<file path="src/rtl/game_stage_controller.sv">
`default_nettype none
// +--------------------------------------------------------------------------+
// | Module   : game_stage_controller                                          |
// | Purpose  : Billiard game supervisor. Tracks coloured balls in play,       |
// |            awards BCD score per pocketed ball (double on the target      |
// |            hole), runs a per-stage countdown and a lives budget, and     |
// |            sequences stages 1..NUM_STAGES.                                |
// | Ports    : clk, reset        - clock, synchronous active-high reset      |
// |            startOfFrame      - frame strobe qualifying ball/hole inputs   |
// |            start_game        - leave IDLE / GAME_OVER / GAME_WON          |
// |            turbo             - one second = CLK_HZ/16 cycles              |
// |            balls_in_game     - per-ball on-table flags (bit 0 = white)    |
// |            ballhole_collide  - per-ball pocketed-this-frame flags         |
// |            curr_Hole_id      - hole of this frame's collision             |
// |            request_hole      - current target hole                        |
// |            stage_load        - one-cycle re-rack command                  |
// |            stage_num         - current stage                              |
// |            scoreL/scoreH     - BCD score digits                           |
// |            lives_left        - remaining lives                            |
// |            time_left         - remaining stage seconds                    |
// |            winPulse/losePulse- held high through the win / lose hold      |
// |            game_over/game_won- terminal state flags                       |
// | Revision : 1.0 - initial release                                          |
// +--------------------------------------------------------------------------+
module game_stage_controller #(
    parameter int NUM_BALLS     = 2,
    parameter int NUM_STAGES    = 4,
    parameter int NUM_HOLES     = 6,
    parameter int LIVES         = 3,
    parameter int CLK_HZ        = 31_500_000,
    parameter int STAGE_SEC     = 60,
    parameter int WIN_HOLD_SEC  = 2,
    parameter int LOSE_HOLD_SEC = 3
) (
    input  logic                 clk,
    input  logic                 reset,
    input  logic                 startOfFrame,
    input  logic                 start_game,
    input  logic                 turbo,
    input  logic [NUM_BALLS:0]   balls_in_game,
    input  logic [NUM_BALLS:0]   ballhole_collide,
    input  logic [2:0]           curr_Hole_id,
    output logic [2:0]           request_hole,
    output logic                 stage_load,
    output logic [3:0]           stage_num,
    output logic [3:0]           scoreL,
    output logic [3:0]           scoreH,
    output logic [2:0]           lives_left,
    output logic [7:0]           time_left,
    output logic                 winPulse,
    output logic                 losePulse,
    output logic                 game_over,
    output logic                 game_won
);

    localparam int c_PRESC_W = $clog2(CLK_HZ + 1);
    localparam logic [c_PRESC_W-1:0] c_LIMIT_NORMAL = c_PRESC_W'(CLK_HZ - 1);
    localparam logic [c_PRESC_W-1:0] c_LIMIT_TURBO  = c_PRESC_W'(CLK_HZ / 16 - 1);

    localparam logic [2:0] S_IDLE      = 3'd0;
    localparam logic [2:0] S_SETUP     = 3'd1;
    localparam logic [2:0] S_PLAY      = 3'd2;
    localparam logic [2:0] S_WIN_HOLD  = 3'd3;
    localparam logic [2:0] S_LOSE_HOLD = 3'd4;
    localparam logic [2:0] S_GAME_OVER = 3'd5;
    localparam logic [2:0] S_GAME_WON  = 3'd6;

    logic [2:0]           r_state;
    logic [2:0]           w_nextState;
    logic [c_PRESC_W-1:0] r_prescale;
    logic                 w_tick;
    logic [7:0]           r_holdCnt;
    logic [3:0]           r_stageNum;
    logic [3:0]           r_scoreL;
    logic [3:0]           r_scoreH;
    logic [2:0]           r_lives;
    logic [2:0]           r_reqHole;
    logic [7:0]           r_timeLeft;
    logic                 r_stageLoad;
    logic                 r_winPulse;
    logic                 r_losePulse;
    logic                 r_gameOver;
    logic                 r_gameWon;

    logic [NUM_BALLS-1:0] w_hits;
    logic [7:0]           w_nHits;
    logic [7:0]           w_points;
    logic [7:0]           w_scoreBin;
    logic [8:0]           w_scoreSum;
    logic [7:0]           w_scoreSat;
    logic [3:0]           w_newScoreH;
    logic [3:0]           w_newScoreL;
    logic [2:0]           w_nextHole;
    logic                 w_frame;
    logic                 w_whiteSunk;
    logic                 w_allCleared;
    logic                 w_timeout;
    logic                 w_winDone;
    logic                 w_loseDone;

    // Prescaler compares with >= so a turbo toggle mid-count cannot strand it
    // above the shorter wrap limit.
    assign w_tick = (r_prescale >= (turbo ? c_LIMIT_TURBO : c_LIMIT_NORMAL));

    // Coloured hits this frame and the points they are worth.
    always_comb begin
        w_hits  = ballhole_collide[NUM_BALLS:1] & balls_in_game[NUM_BALLS:1];
        w_nHits = 8'd0;
        for (int i = 0; i < NUM_BALLS; i++) begin
            w_nHits = w_nHits + {7'd0, w_hits[i]};
        end
        w_points = (curr_Hole_id == r_reqHole) ? {w_nHits[6:0], 1'b0} : w_nHits;
    end

    // BCD add done in binary then split back into digits; saturates at 99.
    always_comb begin
        w_scoreBin  = 8'(r_scoreH) * 8'd10 + 8'(r_scoreL);
        w_scoreSum  = {1'b0, w_scoreBin} + {1'b0, w_points};
        w_scoreSat  = (w_scoreSum > 9'd99) ? 8'd99 : w_scoreSum[7:0];
        w_newScoreH = 4'(w_scoreSat / 8'd10);
        w_newScoreL = 4'(w_scoreSat % 8'd10);
        w_nextHole  = (r_reqHole == 3'(NUM_HOLES - 1)) ? 3'd0 : r_reqHole + 3'd1;
    end

    assign w_frame      = (r_state == S_PLAY) && startOfFrame;
    assign w_whiteSunk  = w_frame && ballhole_collide[0];
    // Win when no coloured ball remains once this frame's hits are removed.
    assign w_allCleared = w_frame && balls_in_game[0] &&
                          ((balls_in_game[NUM_BALLS:1] & ~w_hits) == '0);
    assign w_timeout    = (r_state == S_PLAY) && w_tick && (r_timeLeft == 8'd1);
    assign w_winDone    = w_tick && (r_holdCnt == 8'(WIN_HOLD_SEC - 1));
    assign w_loseDone   = w_tick && (r_holdCnt == 8'(LOSE_HOLD_SEC - 1));

    always_comb begin
        w_nextState = r_state;
        case (r_state)
            S_IDLE: begin
                if (start_game) w_nextState = S_SETUP;
            end
            S_SETUP: begin
                w_nextState = S_PLAY;
            end
            S_PLAY: begin
                // White ball loss outranks a simultaneous clear; frame events
                // outrank the countdown expiring in the same cycle.
                if (w_whiteSunk)       w_nextState = S_LOSE_HOLD;
                else if (w_allCleared) w_nextState = S_WIN_HOLD;
                else if (w_timeout)    w_nextState = S_LOSE_HOLD;
            end
            S_WIN_HOLD: begin
                if (w_winDone) begin
                    w_nextState = (r_stageNum == 4'(NUM_STAGES)) ? S_GAME_WON : S_SETUP;
                end
            end
            S_LOSE_HOLD: begin
                if (w_loseDone) begin
                    w_nextState = (r_lives == 3'd0) ? S_GAME_OVER : S_SETUP;
                end
            end
            S_GAME_OVER, S_GAME_WON: begin
                if (start_game) w_nextState = S_SETUP;
            end
            default: w_nextState = S_IDLE;
        endcase
    end

    always_ff @(posedge clk) begin
        if (reset) begin
            r_state     <= S_IDLE;
            r_prescale  <= '0;
            r_holdCnt   <= 8'd0;
            r_stageNum  <= 4'd1;
            r_scoreL    <= 4'd0;
            r_scoreH    <= 4'd0;
            r_lives     <= 3'(LIVES);
            r_reqHole   <= 3'd0;
            r_timeLeft  <= 8'(STAGE_SEC);
            r_stageLoad <= 1'b0;
            r_winPulse  <= 1'b0;
            r_losePulse <= 1'b0;
            r_gameOver  <= 1'b0;
            r_gameWon   <= 1'b0;
        end else begin
            r_state <= w_nextState;

            // Second timing restarts on every state entry.
            if (w_nextState != r_state || w_tick) r_prescale <= '0;
            else                                  r_prescale <= r_prescale + c_PRESC_W'(1);

            if (w_nextState != r_state) r_holdCnt <= 8'd0;
            else if (w_tick)            r_holdCnt <= r_holdCnt + 8'd1;

            // Flags track the state being entered so they are registered.
            r_stageLoad <= (w_nextState == S_SETUP);
            r_winPulse  <= (w_nextState == S_WIN_HOLD);
            r_losePulse <= (w_nextState == S_LOSE_HOLD);
            r_gameOver  <= (w_nextState == S_GAME_OVER);
            r_gameWon   <= (w_nextState == S_GAME_WON);

            case (r_state)
                S_SETUP: begin
                    r_timeLeft <= 8'(STAGE_SEC);
                end
                S_PLAY: begin
                    if (w_tick && r_timeLeft != 8'd0) r_timeLeft <= r_timeLeft - 8'd1;
                    if (w_frame && w_nHits != 8'd0) begin
                        r_scoreH  <= w_newScoreH;
                        r_scoreL  <= w_newScoreL;
                        r_reqHole <= w_nextHole;
                    end
                    if (w_nextState == S_LOSE_HOLD) begin
                        r_lives <= (r_lives == 3'd0) ? 3'd0 : r_lives - 3'd1;
                    end
                end
                S_WIN_HOLD: begin
                    if (w_winDone && r_stageNum != 4'(NUM_STAGES)) begin
                        r_stageNum <= r_stageNum + 4'd1;
                    end
                end
                S_GAME_OVER, S_GAME_WON: begin
                    if (start_game) begin
                        r_scoreH   <= 4'd0;
                        r_scoreL   <= 4'd0;
                        r_lives    <= 3'(LIVES);
                        r_stageNum <= 4'd1;
                        r_reqHole  <= 3'd0;
                    end
                end
                default: ;
            endcase
        end
    end

    assign request_hole = r_reqHole;
    assign stage_load   = r_stageLoad;
    assign stage_num    = r_stageNum;
    assign scoreL       = r_scoreL;
    assign scoreH       = r_scoreH;
    assign lives_left   = r_lives;
    assign time_left    = r_timeLeft;
    assign winPulse     = r_winPulse;
    assign losePulse    = r_losePulse;
    assign game_over    = r_gameOver;
    assign game_won     = r_gameWon;

endmodule
`default_nettype wire

</file>
<file path="config.mk">
export PLATFORM = sky130hd
export DESIGN_NAME = game_stage_controller
export DESIGN_NICKNAME = d
export VERILOG_FILES = /design/src/rtl/game_stage_controller.sv
export SDC_FILE = /design/constraint.sdc
export NUM_CORES = 1
export LEC_CHECK = 0
export ABC_AREA = 1
export CORE_AREA = 4 4 112 114
export CTS_BUF_LIST = sky130_fd_sc_hd__clkbuf_4 sky130_fd_sc_hd__clkbuf_8
export DETAILED_ROUTE_END_ITERATION = 16
export DIE_AREA = 0 0 116 118
export GPL_TIMING_DRIVEN = 0
export PLACE_DENSITY = 0.58
export SLEW_MARGIN = 20
export SYNTH_ARGS = -nofsm -noshare
export SYNTH_HDL_FRONTEND = slang
export SYNTH_SLANG_ARGS = --single-unit
</file>
<file path="constraint.sdc">
create_clock -name clk -period 6.8 [get_ports clk]
set_clock_uncertainty 0.05 [all_clocks]
set_input_delay 1.7 -clock clk [delete_from_list [all_inputs] [get_ports clk]]
set_output_delay 1.7 -clock clk [all_outputs]
set_load 0.005 [all_outputs]
</file>
==> results of run 1 <==
[worst paths after layout]
check,start,end
setup / recovery,turbo,r_prescale[3]
hold / removal,r_prescale[0],r_prescale[0]
setup reg to reg,request_hole[0],scoreL[3]
hold reg to reg,r_prescale[0],r_prescale[0]
[routing by layer]
layer  GRT usage [%]  vias up
met2            25.9       59
met4            5.08        0
met1            20.2     1879
met5               0        -
li1                -     2225
met3            4.94       12
[sequential cells by signal, summed over array words and instances, names as in the netlist]
| signal | flops |
|---|---|
| r_holdCnt | 8 |
| game_won | 1 |
| game_over | 1 |
| stage_num | 4 |
| time_left | 8 |
| r_state | 3 |
| lives_left | 3 |
| losePulse | 1 |
| request_hole | 3 |
| r_prescale | 25 |
| winPulse | 1 |
| scoreH | 4 |
| stage_load | 1 |
| scoreL | 4 |
[Yosys cell counts (all sizes together), types with 8 or more instances]
master	number	area share (%)
nor2	79	7.4
nand3	61	7.4
inv	101	8.4
nand4	8	1.1
nor3	19	2.2
dfxtp	67	30
o21ai	26	2.9
nor3b	8	1.3
xor2	14	2.7
nand2	145	13
a21oi	28	3.1
xnor2	9	1.8
ha	39	11
[stage by stage]
stage	std cells	worst slack [ns]	util (%)
after global placement	836	1.08	44.9
after floorplan	649	1.96	-
after CTS	851	1.48	46.6
final	851	1.45	46.6
after detailed placement	836	1.10	44.9
after global routing	851	0.995	46.6
[worst reg2reg max path, delay by kind of cell, from the launching register on]
family,cells,cell delay (ns)
buffers and inverters,2,0.16
AOI/OAI and AO/OA,3,0.32
adders and majority gates,2,0.66
and+or+nand+nor,22,2.02
DFF,1,0.46
xor gates and xnor gates,1,0.15
[layout make-up]
class / instances / area, sq um
plain buffers: 6 / 26.3
clock buffers: 13 / 166
clock inverters: 2 / 35.0
fillers: 1193 / 6090
inverters: 101 / 379
multi-input cells: 475 / 2760
flip-flops and latches: 67 / 1340
well taps: 143 / 179
repair buffers: 44 / 440
[report_power, final]
part | switching, W | internal, W
Combinational | 0.0000986 | 0.0000575
Sequential | 0.0000149 | 0.000407
Clock | 0.000148 | 0.000195
Total | 0.000262 | 0.000660
[logic make-up (layout without fill, tap and decap cells)]
family,after synthesis,after routing,synth area share (%)
buf+inv,107,166,9.00
fa+ha+maj,42,42,12.2
flops,67,67,29.8
simple gates,337,337,35.3
xor+xnor,23,23,4.47
compound gates,73,73,9.28
==> summary.txt, run 1 <==
Crit. path cell count: 17
detailed-routing wirelength on met1: 4.90 mm
crit-path leading delay family: buffers and inverters
max incr delay on CP: 0.77 ns
WL/cell: 12.0 microns
final WL: 10.2 mm
grt total ovfl: 0
Cells after Synth: 649
critical path class: in -> reg
fin crit share: 78.7%
CTS buffer count: 9
site row count: 39
setup violators final: 0
initial core utilization: 39.4%
Fin Hold WS: 0.425 ns
Synth Net Count: 705
CTS tree: yes
Area Overhead vs Synth: 18.2%
Leakage: 2.31 nW
CP Data Required Time: 6.98 ns
most frequent cells in the layout: nand2_1 (130), inv_1 (95), nor2_1 (70)
Worst-path clk slew: 0.07 ns
Max IR drop VDD: 0.152 mV
worst-path maximum fanout: 11
most common cell after layout, fill and taps aside: nand2_1
GR Util All Layers: 16.0%
cell area after layout: 5320 sq um
GP Congestion: 0.842
CTS H-tree lvls: 3
worst slew pin tran: 0.898 ns
RSZ-0062 raised after global routing: false
clock sinks: 67
DR WL met3: 471 microns
DP Wirelength: 8.13 mm
hold violation count in the final report: 0
Die Span X: 116 microns
status: finished, final reports clean
WP data arrival: 5.53 ns
Max Used Layer: met4
R2R setup slack: 2.83 ns
drt first pass iters: 4
Die Ht: 118 microns
largest net degree at the start of global routing: 12
Rel. slew slack: 39.5%
Critical Path End Type: flip-flop
Max Slew Vio Count: 0
Initial DRC Count: 193
vias in the first global route: 4072
cts hold-fix bufs: 0
Synth async-reset ratio: 0%
cell area after synthesis: 4500 sq um
slowest CP cell: clkdlybuf4s50_1
power per cell area: 173 nW/um^2
Final min period: 5.35 ns
CP bufs+invs: 4
maximum clock path buffer count: 2
Hold WC Path Type: reg -> reg
Avg Cell Area, Syn: 6.94 sq um
Synth Flop Type: dfxtp_1
synthesized flop and latch total: 67
R2R depth: 30
Critical Path, Cell by Cell: clkdlybuf4s50_1 > inv_1 > ha_1 > nand2_1 > inv_1 > nand4_1 > a31oi_1 > nor2_1 > nand2_1 > nand3_1 > o21ai_0 > nand3_1 > nor2_1 > nor2_1 > nand3_1 > clkbuf_1 > nor2_1
Post-CTS Setup Bufs: 0
Max Fclk: 0.187 GHz
DIE AREA: 13700 sq um
Remaining DRCs: 0
Clock Latency Late Sink: 0.36 ns
most frequent CP cell: nor2_1
Yosys warnings: 0
post_cts resized: 0
Vias/cell: 4.91
Post-DRT Antenna Nets: 0
max cap viols: 0
sequential share of the synthesized area: 29.8%
Netlist cell types: 42
ANT cells: 0
total power: 0.000922 W
# port buffers: 44
worst hold stages: 1
global-route wire length before repair: 18.0 mm
Setup TNS: 0 ns
clk root buf: clkbuf_8
CORE AREA: 11400 sq um
CP Launch Type: input pin
Vias: 4175
WL met2: 4.67 mm
initial antenna violation count: 0
Final #Nets: 760
share of cells above drive strength 1: 7.91%
number of I/O pins: 45
Post-DP Area: 5120 sq um
Post-synth EDFFs: 0
(Power assumes the default switching activity.)
==> inputs of run 2 (changes only) <==
PLACE_DENSITY = 0.6   (was 0.58)
clock period = 4.86 ns   (was 6.8 ns; I/O delays follow)
==> run 2 against run 1 <==
Against the previous run: via count grew 0.31%; worst setup slack worse by 1.3 ns; worst hold slack got worse by 0.0065 ns; critical path depth rose by 14; sequential power up 40%; largest cell class unchanged; highest routed layer unchanged.
==> summary.txt, run 2 (synthesis gave the netlist of run 1 again) <==
Critical Path End Type: flip-flop
maximum clock path buffer count: 2
worst-path maximum fanout: 5
setup violators final: 0
initial antenna violation count: 0
CTS H-tree lvls: 3
max cap viols: 0
DP Wirelength: 7.99 mm
Max IR drop VDD: 0.150 mV
Largest register FFs: 25
reg2reg start: scoreH[0]
power per cell area: 243 nW/um^2
Max Fclk: 0.214 GHz
Leakage: 2.45 nW
most common cell after layout, fill and taps aside: nand2_1
Post-DP Area: 5120 sq um
Final #Nets: 769
clock sinks: 67
global-route wire length before repair: 17.6 mm
status: finished, final reports clean
CP Data Required Time: 5.02 ns
Worst-path clk slew: 0.08 ns
critical path startpoint: curr_Hole_id[1]
cts hold-fix bufs: 0
# port buffers: 44
WL/cell: 12.1 microns
drt first pass iters: 4
DIE AREA: 13700 sq um
Inst Count DP: 836
fin crit share: 96.3%
GR Util All Layers: 15.5%
Hold WC Path Type: reg -> reg
Final min period: 4.68 ns
Final Core Density: 48.5%
register area: 1340 sq um
Initial DRC Count: 206
cell area after layout: 5540 sq um
CP Launch Type: input pin
worst slew pin tran: 0.928 ns
Int Pwr: 0.000968 W
Vias/cell: 4.86
largest net degree at the start of global routing: 12
Die Span X: 116 microns
critical path class: in -> reg
clk root buf: clkbuf_8
switching share of power: 28.0%
sw power: 0.000376 W
Max Slew Vio Count: 0
min-delay src: r_prescale[0]
share of cells above drive strength 1: 13.4%
CTS tree: yes
CORE AREA: 11400 sq um
Rel. slew slack: 37.5%
Die Ht: 118 microns
Post-DRT Antenna Nets: 0
ANT cells: 0
max incr delay on CP: 0.47 ns
grt total ovfl: 0
number of I/O pins: 45
slowest CP cell: clkdlybuf4s50_1
Multi-input gate area: 2870 sq um
final WL: 10.4 mm
RSZ-0062 raised after global routing: true
Area Overhead vs Synth: 23.0%
Vias: 4188
WP data arrival: 4.84 ns
CTS buffer count: 9
site row count: 39
Remaining DRCs: 0
register share of total power: 43.9%
FILL cells: 1160
Setup TNS: 0 ns
vias in the first global route: 3978
Clock Latency Late Sink: 0.35 ns
Gate power share: 16.5%
clock share of power: 39.6%
Post-Layout Cell Count: 861
largest reg by FF count: r_prescale
most frequent cells in the layout: nand2_1 (123), inv_1 (91), dfxtp_1 (67)
hold violation count in the final report: 0
initial core utilization: 39.4%
GP Congestion: 0.874
most frequent CP cell: nand2_2
run 2: cell types whose count changed in the layout (fill, tap and decap cells not counted), moves of 4 or more:
cell | before | now
nand2_1 | 130 | 123
buf_4 | 0 | 9
nand3_1 | 57 | 53
clkdlybuf4s50_1 | 44 | 37
nand3_2 | 3 | 7
inv_1 | 95 | 91
dlymetal6s2s_1 | 0 | 6
nand2_2 | 12 | 17
inv_2 | 6 | 10
nor2_1 | 70 | 66
run 2: power by group through the flow:
| stage | combinational [W] | sequential, W | clock [W] |
|---|---|---|---|
| after CTS | 0.000219 | 0.000589 | 0.000550 |
| after global placement | 0.000215 | 0.000601 | 0 |
| after floorplan | 0.000137 | 0.000599 | 0 |
| after detailed placement | 0.000217 | 0.000601 | 0 |
| final | 0.000222 | 0.000590 | 0.000532 |
| after global routing | 0.000256 | 0.000594 | 0.000568 |
run 2: cell type report:
cell class	instances	share of cell area, %
flip-flops and latches	67	24.2
plain buffers	6	0.474
well taps	143	3.23
inverters	101	6.85
clock inverters	4	1.33
clock buffers	12	2.76
multi-input cells	475	51.8
repair buffers	53	9.35
run 2: final timing paths:
| check | to | slack, ns | cells past startpoint |
|---|---|---|---|
| max | scoreL[3] | 0.18 | 31 |
| max reg2reg | scoreL[3] | 0.94 | 27 |
| min reg2reg | r_prescale[0] | 0.42 | 1 |
| min | r_prescale[0] | 0.42 | 1 |
run 2: repair_timing:
item                       CTS  global route
gates cloned                 0             0
pin swaps                    1            16
resized for setup            3            38
setup endpoints to repair   11            24
setup buffers                1             8
hold endpoints to repair     0             0
run 2: critical path: cells and delay by family:
family | cells | cell delay, ns
xor gates and xnor gates | 1 | 0.13
adders and majority gates | 2 | 0.59
buffers and inverters | 3 | 0.61
AOI/OAI and AO/OA | 3 | 0.31
and+or+nand+nor | 22 | 1.98
run 2: stage by stage:
stage	setup slack [ns]	power [W]	hold slack, ns
after floorplan	0.500	0.000736	0.380
after global placement	-0.367	0.000816	0.398
after detailed placement	-0.430	0.000819	0.408
after CTS	0.0403	0.00136	0.427
after global routing	-0.109	0.00142	0.472
final	0.180	0.00134	0.418
run 2: routing by layer:
| layer | track usage (%) | vias up | share of wire, % |
|---|---|---|---|
| met3 | 3.86 | 11 | 4.9 |
| met5 | 0 | - | 0 |
| met1 | 20.6 | 1873 | 49 |
| met4 | 5.58 | 0 | 1.2 |
| met2 | 24.1 | 69 | 45 |
| li1 | - | 2235 | - |
